$ cat src/rtl/rv32_trap_pkg.sv
// Shared definitions for the machine-mode trap unit: exception bundle bit
// positions, CSR addresses, cause codes, controller state and mtvec legalisation.
package rv32_trap_pkg;

  // Layout of the decode stage's exceptions bundle.
  localparam int unsigned EXCEPTION_WIDTH   = 4;
  localparam int unsigned EXCEPTION_ILLEGAL = 0;
  localparam int unsigned EXCEPTION_ECALL   = 1;
  localparam int unsigned EXCEPTION_EBREAK  = 2;
  localparam int unsigned EXCEPTION_MRET    = 3;

  localparam logic [11:0] CSR_MSTATUS = 12'h300;
  localparam logic [11:0] CSR_MIE     = 12'h304;
  localparam logic [11:0] CSR_MTVEC   = 12'h305;
  localparam logic [11:0] CSR_MEPC    = 12'h341;
  localparam logic [11:0] CSR_MCAUSE  = 12'h342;
  localparam logic [11:0] CSR_MTVAL   = 12'h343;
  localparam logic [11:0] CSR_MIP     = 12'h344;

  // Cause codes without the interrupt flag (bit 31 of mcause).
  localparam logic [4:0] CAUSE_ILLEGAL    = 5'd2;
  localparam logic [4:0] CAUSE_BREAKPOINT = 5'd3;
  localparam logic [4:0] CAUSE_ECALL_M    = 5'd11;
  localparam logic [4:0] IRQ_M_TIMER      = 5'd7;
  localparam logic [4:0] IRQ_M_EXT        = 5'd11;

  typedef enum logic [0:0] {
    TRAP_RUN,
    TRAP_REDIRECT
  } trap_state_e;

  // mtvec mode is WARL: only direct (00) or, when enabled, vectored (01) survive.
  function automatic logic [31:0] mtvec_legalize(logic [31:0] value, bit vectored_en);
    return {value[31:2], (vectored_en && value[1:0] == 2'b01) ? 2'b01 : 2'b00};
  endfunction

endpackage

$ cat src/rtl/rv32_t_cause_encoder.sv
// Combinational priority encoder for trap entry.
//   valid_i / exceptions_i / pc_i / instr_i : execute-stage instruction
//   irq_*_i, mie_*_i, mstatus_mie_i          : interrupt lines and enables
//   take_o / ret_o                           : trap entry / MRET this cycle
//   irq_o                                    : the trap being taken is an interrupt
//   cause_code_o, mcause_o, mtval_o          : values to record on entry
// Priority: ILLEGAL > EBREAK > ECALL > external irq > timer irq.
module rv32_t_cause_encoder
  import rv32_trap_pkg::*;
(
  input  logic                       valid_i,
  input  logic [EXCEPTION_WIDTH-1:0] exceptions_i,
  input  logic [31:0]                pc_i,
  input  logic [31:0]                instr_i,
  input  logic                       irq_timer_i,
  input  logic                       irq_external_i,
  input  logic                       mie_timer_i,
  input  logic                       mie_external_i,
  input  logic                       mstatus_mie_i,
  output logic                       take_o,
  output logic                       ret_o,
  output logic                       irq_o,
  output logic [4:0]                 cause_code_o,
  output logic [31:0]                mcause_o,
  output logic [31:0]                mtval_o
);

  logic irq_ext, irq_tmr, irq_pend, exc;

  always_comb begin
    irq_ext  = mstatus_mie_i & irq_external_i & mie_external_i;
    irq_tmr  = mstatus_mie_i & irq_timer_i & mie_timer_i;
    irq_pend = irq_ext | irq_tmr;
    exc      = |exceptions_i[2:0];

    take_o = valid_i & (exc | irq_pend);
    ret_o  = valid_i & exceptions_i[EXCEPTION_MRET] & ~exc & ~irq_pend;
    irq_o  = ~exc & irq_pend;

    cause_code_o = 5'd0;
    mtval_o      = 32'h0;
    if (exceptions_i[EXCEPTION_ILLEGAL]) begin
      cause_code_o = CAUSE_ILLEGAL;
      mtval_o      = instr_i;
    end else if (exceptions_i[EXCEPTION_EBREAK]) begin
      cause_code_o = CAUSE_BREAKPOINT;
      mtval_o      = pc_i;
    end else if (exceptions_i[EXCEPTION_ECALL]) begin
      cause_code_o = CAUSE_ECALL_M;
    end else if (irq_ext) begin
      cause_code_o = IRQ_M_EXT;
    end else if (irq_tmr) begin
      cause_code_o = IRQ_M_TIMER;
    end

    mcause_o = {irq_o, 26'h0, cause_code_o};
  end

endmodule

$ cat src/rtl/rv32_trap_controller.sv
// Machine-mode trap controller. Takes exceptions/interrupts/MRET from the
// execute stage, holds the trap CSRs and drives pipeline flush + fetch redirect.
//   clk_i, rst_n_i                 : clock, async active-low reset
//   valid_e_i, exceptions_e_i      : execute instruction and its exception bundle
//   pc_e_i, instr_e_i              : execute PC and instruction word
//   irq_timer_i, irq_external_i    : level machine interrupts
//   csr_write_i/address/write_data : CSR write port; csr_read_data_o is combinational
//   trap_flush_o                   : flush decode/execute pipe registers
//   redirect_valid_o/redirect_pc_o : fetch PC redirect (one cycle after detection)
module rv32_trap_controller
  import rv32_trap_pkg::*;
#(
  parameter logic [31:0] RESET_MTVEC = 32'h0000_0000,
  parameter bit          VECTORED_EN = 1'b1
) (
  input  logic                       clk_i,
  input  logic                       rst_n_i,
  input  logic                       valid_e_i,
  input  logic [EXCEPTION_WIDTH-1:0] exceptions_e_i,
  input  logic [31:0]                pc_e_i,
  input  logic [31:0]                instr_e_i,
  input  logic                       irq_timer_i,
  input  logic                       irq_external_i,
  input  logic                       csr_write_i,
  input  logic [11:0]                csr_address_i,
  input  logic [31:0]                csr_write_data_i,
  output logic [31:0]                csr_read_data_o,
  output logic                       trap_flush_o,
  output logic                       redirect_valid_o,
  output logic [31:0]                redirect_pc_o
);

  trap_state_e state_q, state_d;
  logic        mstatus_mie_q, mstatus_mie_d;
  logic        mstatus_mpie_q, mstatus_mpie_d;
  logic        mie_timer_q, mie_timer_d;
  logic        mie_ext_q, mie_ext_d;
  logic [31:0] mtvec_q, mtvec_d;
  logic [31:0] mepc_q, mepc_d;
  logic [31:0] mcause_q, mcause_d;
  logic [31:0] mtval_q, mtval_d;
  logic [31:0] redirect_pc_q, redirect_pc_d;

  logic        enc_take, enc_ret, enc_irq;
  logic [4:0]  enc_code;
  logic [31:0] enc_mcause, enc_mtval;
  logic        run, take, ret;
  logic [31:0] base, target;

  rv32_t_cause_encoder u_cause_encoder (
    .valid_i        (valid_e_i),
    .exceptions_i   (exceptions_e_i),
    .pc_i           (pc_e_i),
    .instr_i        (instr_e_i),
    .irq_timer_i    (irq_timer_i),
    .irq_external_i (irq_external_i),
    .mie_timer_i    (mie_timer_q),
    .mie_external_i (mie_ext_q),
    .mstatus_mie_i  (mstatus_mie_q),
    .take_o         (enc_take),
    .ret_o          (enc_ret),
    .irq_o          (enc_irq),
    .cause_code_o   (enc_code),
    .mcause_o       (enc_mcause),
    .mtval_o        (enc_mtval)
  );

  // Trap requests are only honoured in RUN; REDIRECT ignores everything.
  assign run  = (state_q == TRAP_RUN);
  assign take = run & enc_take;
  assign ret  = run & enc_ret;

  always_comb begin
    base   = {mtvec_q[31:2], 2'b00};
    target = base;
    if (enc_irq && VECTORED_EN && mtvec_q[1:0] == 2'b01) begin
      target = base + {25'h0, enc_code, 2'b00};
    end
  end

  always_comb begin
    state_d        = state_q;
    mstatus_mie_d  = mstatus_mie_q;
    mstatus_mpie_d = mstatus_mpie_q;
    mie_timer_d    = mie_timer_q;
    mie_ext_d      = mie_ext_q;
    mtvec_d        = mtvec_q;
    mepc_d         = mepc_q;
    mcause_d       = mcause_q;
    mtval_d        = mtval_q;
    redirect_pc_d  = redirect_pc_q;

    unique case (state_q)
      TRAP_RUN: begin
        if (take) begin
          mepc_d         = {pc_e_i[31:2], 2'b00};
          mcause_d       = enc_mcause;
          mtval_d        = enc_mtval;
          mstatus_mpie_d = mstatus_mie_q;
          mstatus_mie_d  = 1'b0;
          redirect_pc_d  = target;
          state_d        = TRAP_REDIRECT;
        end else if (ret) begin
          mstatus_mie_d  = mstatus_mpie_q;
          mstatus_mpie_d = 1'b1;
          redirect_pc_d  = mepc_q;
          state_d        = TRAP_REDIRECT;
        end else if (csr_write_i) begin
          unique case (csr_address_i)
            CSR_MSTATUS: begin
              mstatus_mie_d  = csr_write_data_i[3];
              mstatus_mpie_d = csr_write_data_i[7];
            end
            CSR_MIE: begin
              mie_timer_d = csr_write_data_i[7];
              mie_ext_d   = csr_write_data_i[11];
            end
            CSR_MTVEC:  mtvec_d  = mtvec_legalize(csr_write_data_i, VECTORED_EN);
            CSR_MEPC:   mepc_d   = {csr_write_data_i[31:2], 2'b00};
            CSR_MCAUSE: mcause_d = csr_write_data_i;
            CSR_MTVAL:  mtval_d  = csr_write_data_i;
            default: ;
          endcase
        end
      end
      TRAP_REDIRECT: state_d = TRAP_RUN;
      default:       state_d = TRAP_RUN;
    endcase
  end

  always_comb begin
    csr_read_data_o = 32'h0;
    unique case (csr_address_i)
      CSR_MSTATUS: csr_read_data_o = {19'h0, 2'b11, 3'b000, mstatus_mpie_q, 3'b000,
                                      mstatus_mie_q, 3'b000};
      CSR_MIE:     csr_read_data_o = {20'h0, mie_ext_q, 3'b000, mie_timer_q, 7'h0};
      CSR_MTVEC:   csr_read_data_o = mtvec_q;
      CSR_MEPC:    csr_read_data_o = mepc_q;
      CSR_MCAUSE:  csr_read_data_o = mcause_q;
      CSR_MTVAL:   csr_read_data_o = mtval_q;
      CSR_MIP:     csr_read_data_o = {20'h0, irq_external_i, 3'b000, irq_timer_i, 7'h0};
      default:     csr_read_data_o = 32'h0;
    endcase
  end

  assign trap_flush_o     = take | ret | (state_q == TRAP_REDIRECT);
  assign redirect_valid_o = (state_q == TRAP_REDIRECT);
  assign redirect_pc_o    = redirect_pc_q;

  always_ff @(posedge clk_i or negedge rst_n_i) begin
    if (!rst_n_i) begin
      state_q        <= TRAP_RUN;
      mstatus_mie_q  <= 1'b0;
      mstatus_mpie_q <= 1'b0;
      mie_timer_q    <= 1'b0;
      mie_ext_q      <= 1'b0;
      mtvec_q        <= RESET_MTVEC;
      mepc_q         <= 32'h0;
      mcause_q       <= 32'h0;
      mtval_q        <= 32'h0;
      redirect_pc_q  <= 32'h0;
    end else begin
      state_q        <= state_d;
      mstatus_mie_q  <= mstatus_mie_d;
      mstatus_mpie_q <= mstatus_mpie_d;
      mie_timer_q    <= mie_timer_d;
      mie_ext_q      <= mie_ext_d;
      mtvec_q        <= mtvec_d;
      mepc_q         <= mepc_d;
      mcause_q       <= mcause_d;
      mtval_q        <= mtval_d;
      redirect_pc_q  <= redirect_pc_d;
    end
  end

endmodule

$ cat config.mk
export PLATFORM = sky130hd
export DESIGN_NAME = rv32_trap_controller
export DESIGN_NICKNAME = d
export VERILOG_FILES = /design/src/rtl/rv32_trap_pkg.sv /design/src/rtl/rv32_t_cause_encoder.sv /design/src/rtl/rv32_trap_controller.sv
export SDC_FILE = /design/constraint.sdc
export NUM_CORES = 1
export LEC_CHECK = 0
export BUFFER_PORTS_ARGS = -buffer_cell sky130_fd_sc_hd__clkbuf_2
export CAP_MARGIN = 10
export CORE_MARGIN = 4
export CORE_UTILIZATION = 50
export DETAILED_ROUTE_END_ITERATION = 10
export GPL_ROUTABILITY_DRIVEN = 0
export PLACE_DENSITY_LB_ADDON = 0.12
export SLEW_MARGIN = 20
export SYNTH_ARGS = -nofsm -noshare
export SYNTH_HDL_FRONTEND = slang
export SYNTH_SLANG_ARGS = --single-unit
$ cat constraint.sdc
create_clock -name clk_i -period 3.9 [get_ports clk_i]
set_input_delay 0.39 -clock clk_i [delete_from_list [all_inputs] [get_ports clk_i]]
set_output_delay 0.39 -clock clk_i [all_outputs]
set_load 0.05 [all_outputs]
==> results of run 1 <==
[cells by family (layout without fill, tap and decap cells)]
group           count (synthesis)  count (layout)
other cells                     1               2
simple gates                  350             350
buf+inv                        73             236
mux                            42              42
flops                         160             160
xor+xnor                       26              26
compound gates                246             246
fa+ha+maj                       5               5
[critical path, stage by stage, from the launching register on]
cell and delay, ns:
dfrtp_1 0.43, a22o_1 0.28, nand2_1 0.17, a21oi_1 0.24, ha_1 0.24, fa_1 0.24
nand3_1 0.09, nand2_1 0.10, nand4_1 0.09, buf_4 0.22, nor4_1 0.36, xnor2_1 0.15
o21ai_0 0.08
[per-layer routing]
| layer | share of wire | global-route usage |
|---|---|---|
| met1 | 0.44 | 0.3904 |
| met2 | 0.46 | 0.4296 |
| met3 | 0.078 | 0.04596 |
| met4 | 0.019 | 0.08735 |
| met5 | 0 | 0 |
[where the power goes]
group | switching, mW | internal [mW] | leakage [nW] | total, mW
sequential | 0.153 | 1.88 | 1.98 | 2.03
combinational | 0.483 | 0.240 | 2.27 | 0.724
clock | 0.721 | 1.02 | 0.300 | 1.74
[cell usage after synthesis, drive strengths merged (5+ instances only)]
master | number | area [sq um]
a211oi | 15 | 112.6
a21oi | 28 | 143.9
a222oi | 17 | 170.2
a22o | 5 | 43.79
a22oi | 56 | 420.4
a31oi | 59 | 369.1
and3 | 7 | 43.79
buf | 26 | 157.6
clkbuf | 42 | 157.7
dfrtp | 160 | 4004
inv | 5 | 18.77
mux2 | 37 | 416.7
mux2i | 5 | 50.05
nand2 | 175 | 656.9
nand3 | 31 | 155.2
nand4 | 7 | 43.79
nor2 | 76 | 285.3
nor2b | 23 | 146.4
nor3 | 14 | 70.07
o21ai | 52 | 260.2
xnor2 | 16 | 140.1
xor2 | 10 | 87.58
[state kept, by name, indices dropped and copies added, names as in the netlist]
| signal | flops |
|---|---|
| mstatus_mpie_q | 1 |
| mcause_q | 32 |
| mtvec_q | 31 |
| redirect_valid_o | 1 |
| mie_ext_q | 1 |
| mie_timer_q | 1 |
| mepc_q | 30 |
| redirect_pc_o | 30 |
| mtval_q | 32 |
| mstatus_mie_q | 1 |
[layout make-up]
class | instances | area, sq um
fillers | 1418 | 6090
flip-flops and latches | 160 | 4004
multi-input cells | 671 | 3996
repair buffers | 199 | 1072
clock buffers | 17 | 425.4
well taps | 216 | 270.3
clock inverters | 15 | 181.4
inverters | 5 | 18.77
[through the flow]
stage	power (mW)	util	cells	setup slack [ns]	area, sq um
2_1_floorplan	2.496	-	904	1.404	8280
3_3_place_gp	2.766	0.5830	1251	0.9828	9361
3_5_place_dp	2.780	0.5830	1251	0.9244	9361
4_1_cts	4.512	0.6208	1283	1.108	9968
5_1_grt	4.686	0.6208	1283	0.8914	9968
6_report	4.491	0.6208	1283	1.059	9968
[cell usage in the layout, fill, tap and decap left out, types with 4 or more instances in the layout]
| cell type | instances |
|---|---|
| a211oi_1 | 15 |
| a222oi_1 | 17 |
| inv_1 | 5 |
| a22o_1 | 5 |
| a22oi_1 | 56 |
| nor2b_1 | 22 |
| inv_6 | 4 |
| o21ai_0 | 50 |
| nand4_1 | 7 |
| ha_1 | 4 |
| and2_1 | 4 |
| nand2_1 | 174 |
| clkbuf_2 | 180 |
| a21oi_1 | 25 |
| a31oi_1 | 59 |
| nor4_1 | 4 |
| nor2_1 | 75 |
| mux2i_1 | 5 |
| dfrtp_1 | 160 |
| xor2_1 | 10 |
| mux2_2 | 36 |
| buf_4 | 16 |
| and3_1 | 7 |
| xnor2_1 | 16 |
| nor3_1 | 12 |
| nand3_1 | 30 |
| clkbuf_16 | 17 |
| clkinv_2 | 4 |
[worst paths after layout]
kind	startpoint	endpoint	slack, ns	depth (start not counted)
hold reg to reg	redirect_pc_o[2]$_DFFE_PN0P_	redirect_pc_o[2]$_DFFE_PN0P_	0.48	2
setup reg to reg	mie_ext_q$_DFFE_PN0P_	redirect_pc_o[30]$_DFFE_PN0P_	1.06	12
min in group clk_i	pc_e_i[8]	mepc_q[8]$_DFFE_PN0P_	0.20	3
hold / removal	rst_n_i	redirect_pc_o[3]$_DFFE_PN0P_	0.009	1
setup / recovery	mie_ext_q$_DFFE_PN0P_	redirect_pc_o[30]$_DFFE_PN0P_	1.06	12
max in group asynchronous	rst_n_i	mstatus_mpie_q$_DFFE_PN0P_	3.01	2
==> impl_metrics.tcl, run 1 <==
set metrics [dict create \
    worstSetupEndpointType "flop" \
    synthArstFlopShare 1.000 \
    netlist_instances 903 \
    holdWs_ns 0.008898 \
    syn-cell-area_sq_mm 0.008277 \
    ant_nets 0 \
    post-cts-setup-buffers 0 \
    vias 7565 \
    path_clk_slew_ns 0.06 \
    drt-pass1-iter-count 5 \
    vias_per_cell 5.896 \
    drive_gt1_frac 0.2615 \
    seq_area_frac_synth 0.4837 \
    core-area_sq_mm 0.01606 \
    ctsRootBufferMaster "clkbuf_16" \
    place_hpwl_mm 16.50 \
    htree_levels 4 \
    max-vdd-ir-drop_v 0.0003406 \
    fin_crit_sh 0.7285 \
    grt_max_degree 86 \
    layout_min_cycle_time_ns 2.841 \
    drt_iter0_markers 678 \
    drc 0 \
    rsz0062_at_grt "false" \
    worstPathArrival_ns 3.13 \
    cts_tree "built" \
    grt_pass1_vias 7296 \
    synth-adder-area-share 0.008466 \
    synth_xor_area_frac 0.02751 \
    initial_core_util 0.5154 \
    grt_use_total 0.2741 \
    cp_max_fo 12 \
    worst_pin_slew_ns 1.009 \
    synth_edf_count 0 \
    synth-main-ff-cell "dfrtp_1" \
    max_clock_freq_mhz 352.0 \
    ys_ff_latch 160 \
    grt_first_pass_wirelength_mm 39.27 \
    report.final.slew_viol_count 0 \
    p_leak_nw 4.558 \
    ys_types 47 \
    syn_to_final_growth_pct 20.44 \
    cts_sinks 160 \
    ios 184 \
    cts_buffers 17 \
    port_buffers 181 \
    clockBufferDepth 2 \
    die-area_sq_mm 0.01868 \
    yosys.area_share.simple 0.1835 \
    wire_per_inst_um 19.59 \
    synth-compound-area-share 0.1995 \
    grt_antenna_before_repair 0 \
    layout.nets 1177 \
    cap_violations 0 \
    start_kind "flop" \
    postCtsHoldBufs 0 \
    num_rows 46 \
    path_class "flop to flop" \
    wl_mm 25.14 \
    hold_violations 0 \
    ys_warn_count 0 \
    synthMuxAreaShare 0.05639 \
    die-width_um 136.7 \
    finClkSkew_ns 0.01168 \
    cts_resized 0 \
    setup_tns_ns 0 \
    pwr_density_cell_mw_per_mm2 450.5 \
    grt-ovfl-total 0 \
    outcome "complete, no violations" \
    die_h_um 136.7 \
    n_antenna_cell 0 \
    slew_headroom 0.3274 \
    syn_area_per_cell_sq_um 9.166 \
    setup_viol 0 \
    clkLatencyLatePin_ns 0.43 \
    hold_class "input port to asynchronous set/reset pin" \
    synth_top_family_by_area "compound AO/OA/AOI/OAI gates" \
    cp_data_required_time_ns 4.18 \
]
Note: power is estimated with default switching activity, not from simulation.
==> inputs of run 2 (changes only) <==
Clock period 3.9 ns to 2.7 ns, I/O delays scaled along.
==> impl_metrics.tcl, run 2 (synthesis results as in run 1) <==
set metrics [dict create \
    outcome "complete, no violations" \
    p_leak_nw 4.726 \
    max_clock_freq_mhz 393.1 \
    drt-pass1-iter-count 7 \
    cp_data_required_time_ns 3.00 \
    die-area_sq_mm 0.01868 \
    start_kind "flop" \
    largestRegisters "mcause_q x32, mtval_q x32, mtvec_q x31" \
    setup_viol 0 \
    drive_gt1_frac 0.2822 \
    crit_path_cell_trace "a22o_1 > buf_4 > a21o_1 > ha_1 > a21oi_1 > o22ai_2 > and3_1 > buf_12 > nand3_1 > xor2_1 > a21oi_1" \
    place_ws_ns 0.03517 \
    placed_area_sq_mm 0.009669 \
    die_h_um 136.7 \
    power.internal_mw 4.656 \
    syn_to_final_growth_pct 24.81 \
    fillers 1372 \
    worstSetupEndpointType "flop" \
    dp_cells 1278 \
    ctsRootBufferMaster "clkbuf_16" \
    initial_core_util 0.5154 \
    layout_min_cycle_time_ns 2.544 \
    drt_iter0_markers 617 \
    regArea_sq_mm 0.004004 \
    cts_buffers 17 \
    fin_crit_sh 0.9423 \
    design_area_sq_mm 0.01033 \
    core-area_sq_mm 0.01606 \
    num_rows 46 \
    path_class "flop to flop" \
    worst_pin_slew_ns 0.6395 \
    clkLatencyLatePin_ns 0.43 \
    grt_max_degree 65 \
    setup_tns_ns 0 \
    ant_nets 0 \
    slew_headroom 0.5736 \
    crit_path_frequent_cell "a21oi_1" \
    crit_slowest_cell "dfrtp_1" \
    hold_class "input port to flop" \
    reg2reg_to "redirect_pc_o[27]$_DFFE_PN0P_" \
    die-width_um 136.7 \
    switchingPower_mw 1.929 \
    cts_tree "built" \
    stdcell_count 1311 \
    layout.nets 1205 \
    swShare 0.2930 \
    report.final.slew_viol_count 0 \
    cap_violations 0 \
    fin_ws_ns 0.1558 \
    place_hpwl_mm 18.06 \
    pwr_density_cell_mw_per_mm2 637.5 \
    clockBufferDepth 2 \
    max-vdd-ir-drop_v 0.0004831 \
    r2r_start "mie_ext_q$_DFFE_PN0P_" \
    p_seq_frac 0.445 \
    vias 7744 \
    grt_pass1_vias 7567 \
    final_cell_mix "clkbuf_2 (178), nand2_1 (174), dfrtp_1 (160)" \
    multi_input_area_sq_mm 0.004019 \
    grt-ovfl-total 0 \
    grt_antenna_before_repair 1 \
    r2r_slack_ns 0.16 \
    holdPathStages 3 \
    cts_sinks 160 \
    grt_use_total 0.2815 \
    port_buffers 181 \
    wire_per_inst_um 19.74 \
    min_to "mepc_q[11]$_DFFE_PN0P_" \
    htree_levels 4 \
    ios 184 \
    hold_violations 0 \
    vias_per_cell 5.907 \
    worstPathArrival_ns 2.84 \
    cp_max_fo 9 \
    cpPeakStageDelay_ns 0.39 \
    post-cts-setup-buffers 0 \
    r2r_cells 11 \
    path_clk_slew_ns 0.07 \
    n_antenna_cell 0 \
    utilization 0.6433 \
    grt_first_pass_wirelength_mm 40.61 \
    power_frac_clock 0.391 \
    final_common_cell "clkbuf_2" \
    drc 0 \
    wl_mm 25.89 \
    finClkSkew_ns 0.01588 \
    power_frac_comb 0.164 \
    min_from "pc_e_i[11]" \
]
run 2: cell types whose count changed in the layout (fill, tap and decap cells not counted), sizes merged:
cell | before | now
buf | 19 | 48
inv | 10 | 6
bufinv | 3 | 4
clkinvlp | 1 | 2
dlygate4sd3 | 0 | 1
run 2: area by class of cell:
cell class	instances	share of cell area
inverters	5	0.001817
well taps	216	0.02616
flip-flops and latches	160	0.3876
clock buffers	19	0.04288
repair buffers	227	0.1346
multi-input cells	671	0.3891
clock inverters	13	0.01793
run 2: routing by layer:
metal	global-route usage	share of wire
met3	0.04706	0.075
met2	0.4658	0.48
met4	0.07167	0.014
met1	0.3873	0.43
met5	0	0.00027
run 2: power by group through the flow:
stage          Clock [mW]  Sequential (mW)  Combinational, mW
6_report             2.58             2.93               1.08
5_1_grt              2.72             2.96               1.19
4_1_cts              2.60             2.93               1.08
3_5_place_dp            0             2.97               1.08
3_3_place_gp            0             2.96               1.06
2_1_floorplan           0             3.09              0.518
run 2: how the worst max path moves through the flow:
stage	cells past startpoint	start	end	slack (ns)
after global placement	11	exceptions_e_i[1]	redirect_pc_o[28]$_DFFE_PN0P_	0.08
after floorplan	12	mie_ext_q$_DFFE_PN0P_	redirect_pc_o[24]$_DFFE_PN0P_	0.20
after global routing	11	mie_ext_q$_DFFE_PN0P_	redirect_pc_o[19]$_DFFE_PN0P_	-0.05
after detailed placement	11	exceptions_e_i[1]	redirect_pc_o[30]$_DFFE_PN0P_	0.04
final	11	mie_ext_q$_DFFE_PN0P_	redirect_pc_o[27]$_DFFE_PN0P_	0.16
after CTS	12	mie_timer_q$_DFFE_PN0P_	redirect_pc_o[30]$_DFFE_PN0P_	0.13
run 2: worst max-delay path, delay by kind of cell, from the launching register on:
| kind | cells | cell delay (ns) |
|---|---|---|
| AO/OA/AOI/OAI | 5 | 0.94 |
| flip-flops | 1 | 0.39 |
| AND/OR/NAND/NOR | 2 | 0.33 |
| buffers and inverters | 2 | 0.30 |
| adder cells (fa/ha/maj) | 1 | 0.29 |
| XOR/XNOR | 1 | 0.17 |
run 2: repair_timing:
item | 4_1_cts | 5_1_grt
endpoints found under the setup margin | 0 | 6
endpoints found under the hold margin | 61 | 0
resized for setup | 0 | 4
hold buffers | 1 | 0
run 2: through the flow:
step | power (mW) | hold WS, ns
6_report | 6.586 | 0.08307
3_5_place_dp | 4.045 | 0.3004
4_1_cts | 6.603 | 0.07441
2_1_floorplan | 3.605 | -0.02559
3_3_place_gp | 4.017 | 0.3048
5_1_grt | 6.869 | 0.08393
==> inputs of run 3 (changes only) <==
Settings changed: CTS_CLUSTER_SIZE set to 25, SYNTH_HIERARCHICAL set to 1.
==> impl_metrics.tcl, run 3 <==
set metrics [dict create \
    outcome "complete, no violations" \
    crit_path_frequent_cell "buf_4" \
    ios 184 \
    synth-main-ff-cell "dfrtp_1" \
    cap_violations 0 \
    place_hpwl_mm 19.70 \
    swShare 0.2962 \
    layout.nets 1254 \
    synthMuxAreaShare 0.1458 \
    layout_min_cycle_time_ns 2.521 \
    largestRegisters "mcause_q x32, mtval_q x32, mtvec_q x31" \
    max-vdd-ir-drop_v 0.0004160 \
    worstSetupEndpointType "flop" \
    cp_data_required_time_ns 3.00 \
    fin_crit_sh 0.9337 \
    finClkSkew_ns 0.009478 \
    netlist_instances 964 \
    cts_tree "built" \
    final_cell_mix "dfrtp_1 (160), clkbuf_2 (149), nand2_1 (121)" \
    final_common_cell "dfrtp_1" \
    power_frac_comb 0.182 \
    synth_xor_area_frac 0.02050 \
    cp_max_fo 11 \
    synthArstFlopShare 1.000 \
    path_class "flop to flop" \
    grt_pass1_vias 8020 \
    synth_top_area_frac 0.4260 \
    setup_viol 0 \
    num_rows 49 \
    clockBufferDepth 2 \
    fin_ws_ns 0.1790 \
    n_antenna_cell 0 \
    vias_per_cell 5.968 \
    ys_warn_count 6 \
    drt_iter0_markers 599 \
    syn_to_final_growth_pct 24.16 \
    design_area_sq_mm 0.01167 \
    hold_class "input port to flop" \
    slew_headroom 0.5805 \
    wl_mm 27.78 \
    cts_sinks 160 \
    worst_pin_slew_ns 0.6293 \
    synth_top_family_by_area "compound AO/OA/AOI/OAI gates" \
    synth-adder-area-share 0.008786 \
    utilization 0.6409 \
    ys_ff_latch 160 \
    synth-compound-area-share 0.2308 \
    syn-cell-area_sq_mm 0.009399 \
    switchingPower_mw 2.032 \
    ctsRootBufferMaster "clkbuf_16" \
    grt_use_total 0.2618 \
    seq_area_frac_synth 0.4260 \
    grt-ovfl-total 0 \
    synth_area_leaders "dfrtp_1 (43%), mux2i_1 (11%), o21ai_0 (6.4%)" \
    path_clk_slew_ns 0.06 \
    wire_per_inst_um 20.28 \
    yosys.area.top_type "dfrtp_1" \
    r2r_slack_ns 0.18 \
    netlist_top_cells_count "dfrtp_1 (160), nand2_1 (123), o21ai_0 (121)" \
    die-width_um 145.1 \
    worstPathArrival_ns 2.82 \
    grt_antenna_before_repair 0 \
    die_h_um 145.1 \
    core-area_sq_mm 0.01821 \
    syn_area_per_cell_sq_um 9.750 \
    hold_violations 0 \
    ant_nets 0 \
    cpPeakStageDelay_ns 0.45 \
    power.internal_mw 4.829 \
    max_clock_freq_mhz 396.7 \
    grt_max_degree 89 \
    report.final.slew_viol_count 0 \
    drive_gt1_frac 0.2734 \
    vias 8176 \
    synth_edf_count 0 \
    placed_area_sq_mm 0.01103 \
    p_leak_nw 5.495 \
    crit_path_cell_trace "buf_4 > a31oi_1 > nor3_1 > ha_1 > a21o_1 > a21oi_1 > buf_4 > a211oi_1 > mux2i_1 > o21ai_0" \
    crit_slowest_cell "a211oi_1" \
    start_kind "flop" \
    drc 0 \
    die-area_sq_mm 0.02106 \
    ys_types 66 \
    port_buffers 181 \
    fillers 1521 \
    cts_buffers 17 \
    htree_levels 4 \
    yosys.cell_count.top_type "dfrtp_1" \
    power_frac_clock 0.369 \
    initial_core_util 0.5162 \
    clkLatencyLatePin_ns 0.42 \
    rsz0062_at_grt "false" \
    holdWs_ns 0.06606 \
    yosys.area_share.simple 0.1001 \
    place_ws_ns -0.01642 \
    pwr_density_cell_mw_per_mm2 588.0 \
    drt-pass1-iter-count 5 \
    grt_first_pass_wirelength_mm 44.59 \
    p_seq_frac 0.449 \
]
==> run 3: timing repair <==
item | CTS | global route
hold buffers | 1 | 0
endpoints found under the hold margin | 60 | 0
buffers inserted | 0 | 0
setup endpoints to repair | 0 | 16
resized for setup | 0 | 5
==> run 3: logic make-up (layout without fill, tap and decap cells) <==
family / after synthesis / in the layout
AND/OR/NAND/NOR: 192 / 192
buffers and inverters: 117 / 266
XOR/XNOR: 22 / 22
multiplexers: 133 / 133
adder cells (fa/ha/maj): 6 / 6
other: 2 / 30
AO/OA/AOI/OAI: 332 / 332
flip-flops: 160 / 160
==> run 3: final cells by class <==
cell class | count | area, sq um | share of cell area
Clock buffer | 21 | 450.4 | 0.03860
Clock inverter | 9 | 158.9 | 0.01362
Inverter | 9 | 33.78 | 0.002895
Multi-Input combinational cell | 715 | 4936 | 0.4230
Tap cell | 229 | 286.5 | 0.02455
Sequential cell | 160 | 4004 | 0.3431
Timing Repair Buffer | 227 | 1800 | 0.1543
==> run 3: power by group through the flow <==
stage / combinational (mW) / clock [mW] / sequential (mW)
floorplan: 0.751 / 0 / 3.12
global placement: 1.21 / 0 / 3.09
detailed placement: 1.24 / 0 / 3.11
CTS: 1.25 / 2.56 / 3.07
global route: 1.41 / 2.69 / 3.12
finish: 1.25 / 2.53 / 3.08
==> run 3: routing by layer <==
layer	track usage	part of all wire	vias up
li1	-	-	3835
met1	0.3598	0.44	3968
met5	0	0	-
met4	0.07265	0.018	0
met2	0.4174	0.47	330
met3	0.06361	0.080	43
==> run 3: worst paths after layout <==
kind / startpoint / to / depth (start not counted)
max: mstatus_mie_q$_DFFE_PN0P_ / redirect_pc_o[17]$_DFFE_PN0P_ / 10
min: pc_e_i[24] / mepc_q[24]$_DFFE_PN0P_ / 3
max reg2reg: mstatus_mie_q$_DFFE_PN0P_ / redirect_pc_o[17]$_DFFE_PN0P_ / 10
min reg2reg: mcause_q[23]$_DFFE_PN0P_ / mcause_q[23]$_DFFE_PN0P_ / 2
max in group asynchronous: rst_n_i / mepc_q[14]$_DFFE_PN0P_ / 3
min in group asynchronous: rst_n_i / mtval_q[6]$_DFFE_PN0P_ / 2
==> run 3: stage by stage <==
| step | total power [mW] | setup TNS [ns] | std cells |
|---|---|---|---|
| after floorplan | 3.872 | -0.5380 | 992 |
| after global placement | 4.309 | 0 | 1339 |
| after detailed placement | 4.355 | -0.01642 | 1339 |
| after CTS | 6.890 | 0 | 1370 |
| after global routing | 7.226 | 0 | 1370 |
| final | 6.861 | 0 | 1370 |
==> run 3: worst max-delay path: cells and delay by family, from the launching register on <==
family          cells  cell delay, ns
mux                 1            0.23
simple gates        1            0.37
buf+inv             2            0.35
compound gates      5            0.79
fa+ha+maj           1            0.31
flops               1            0.34
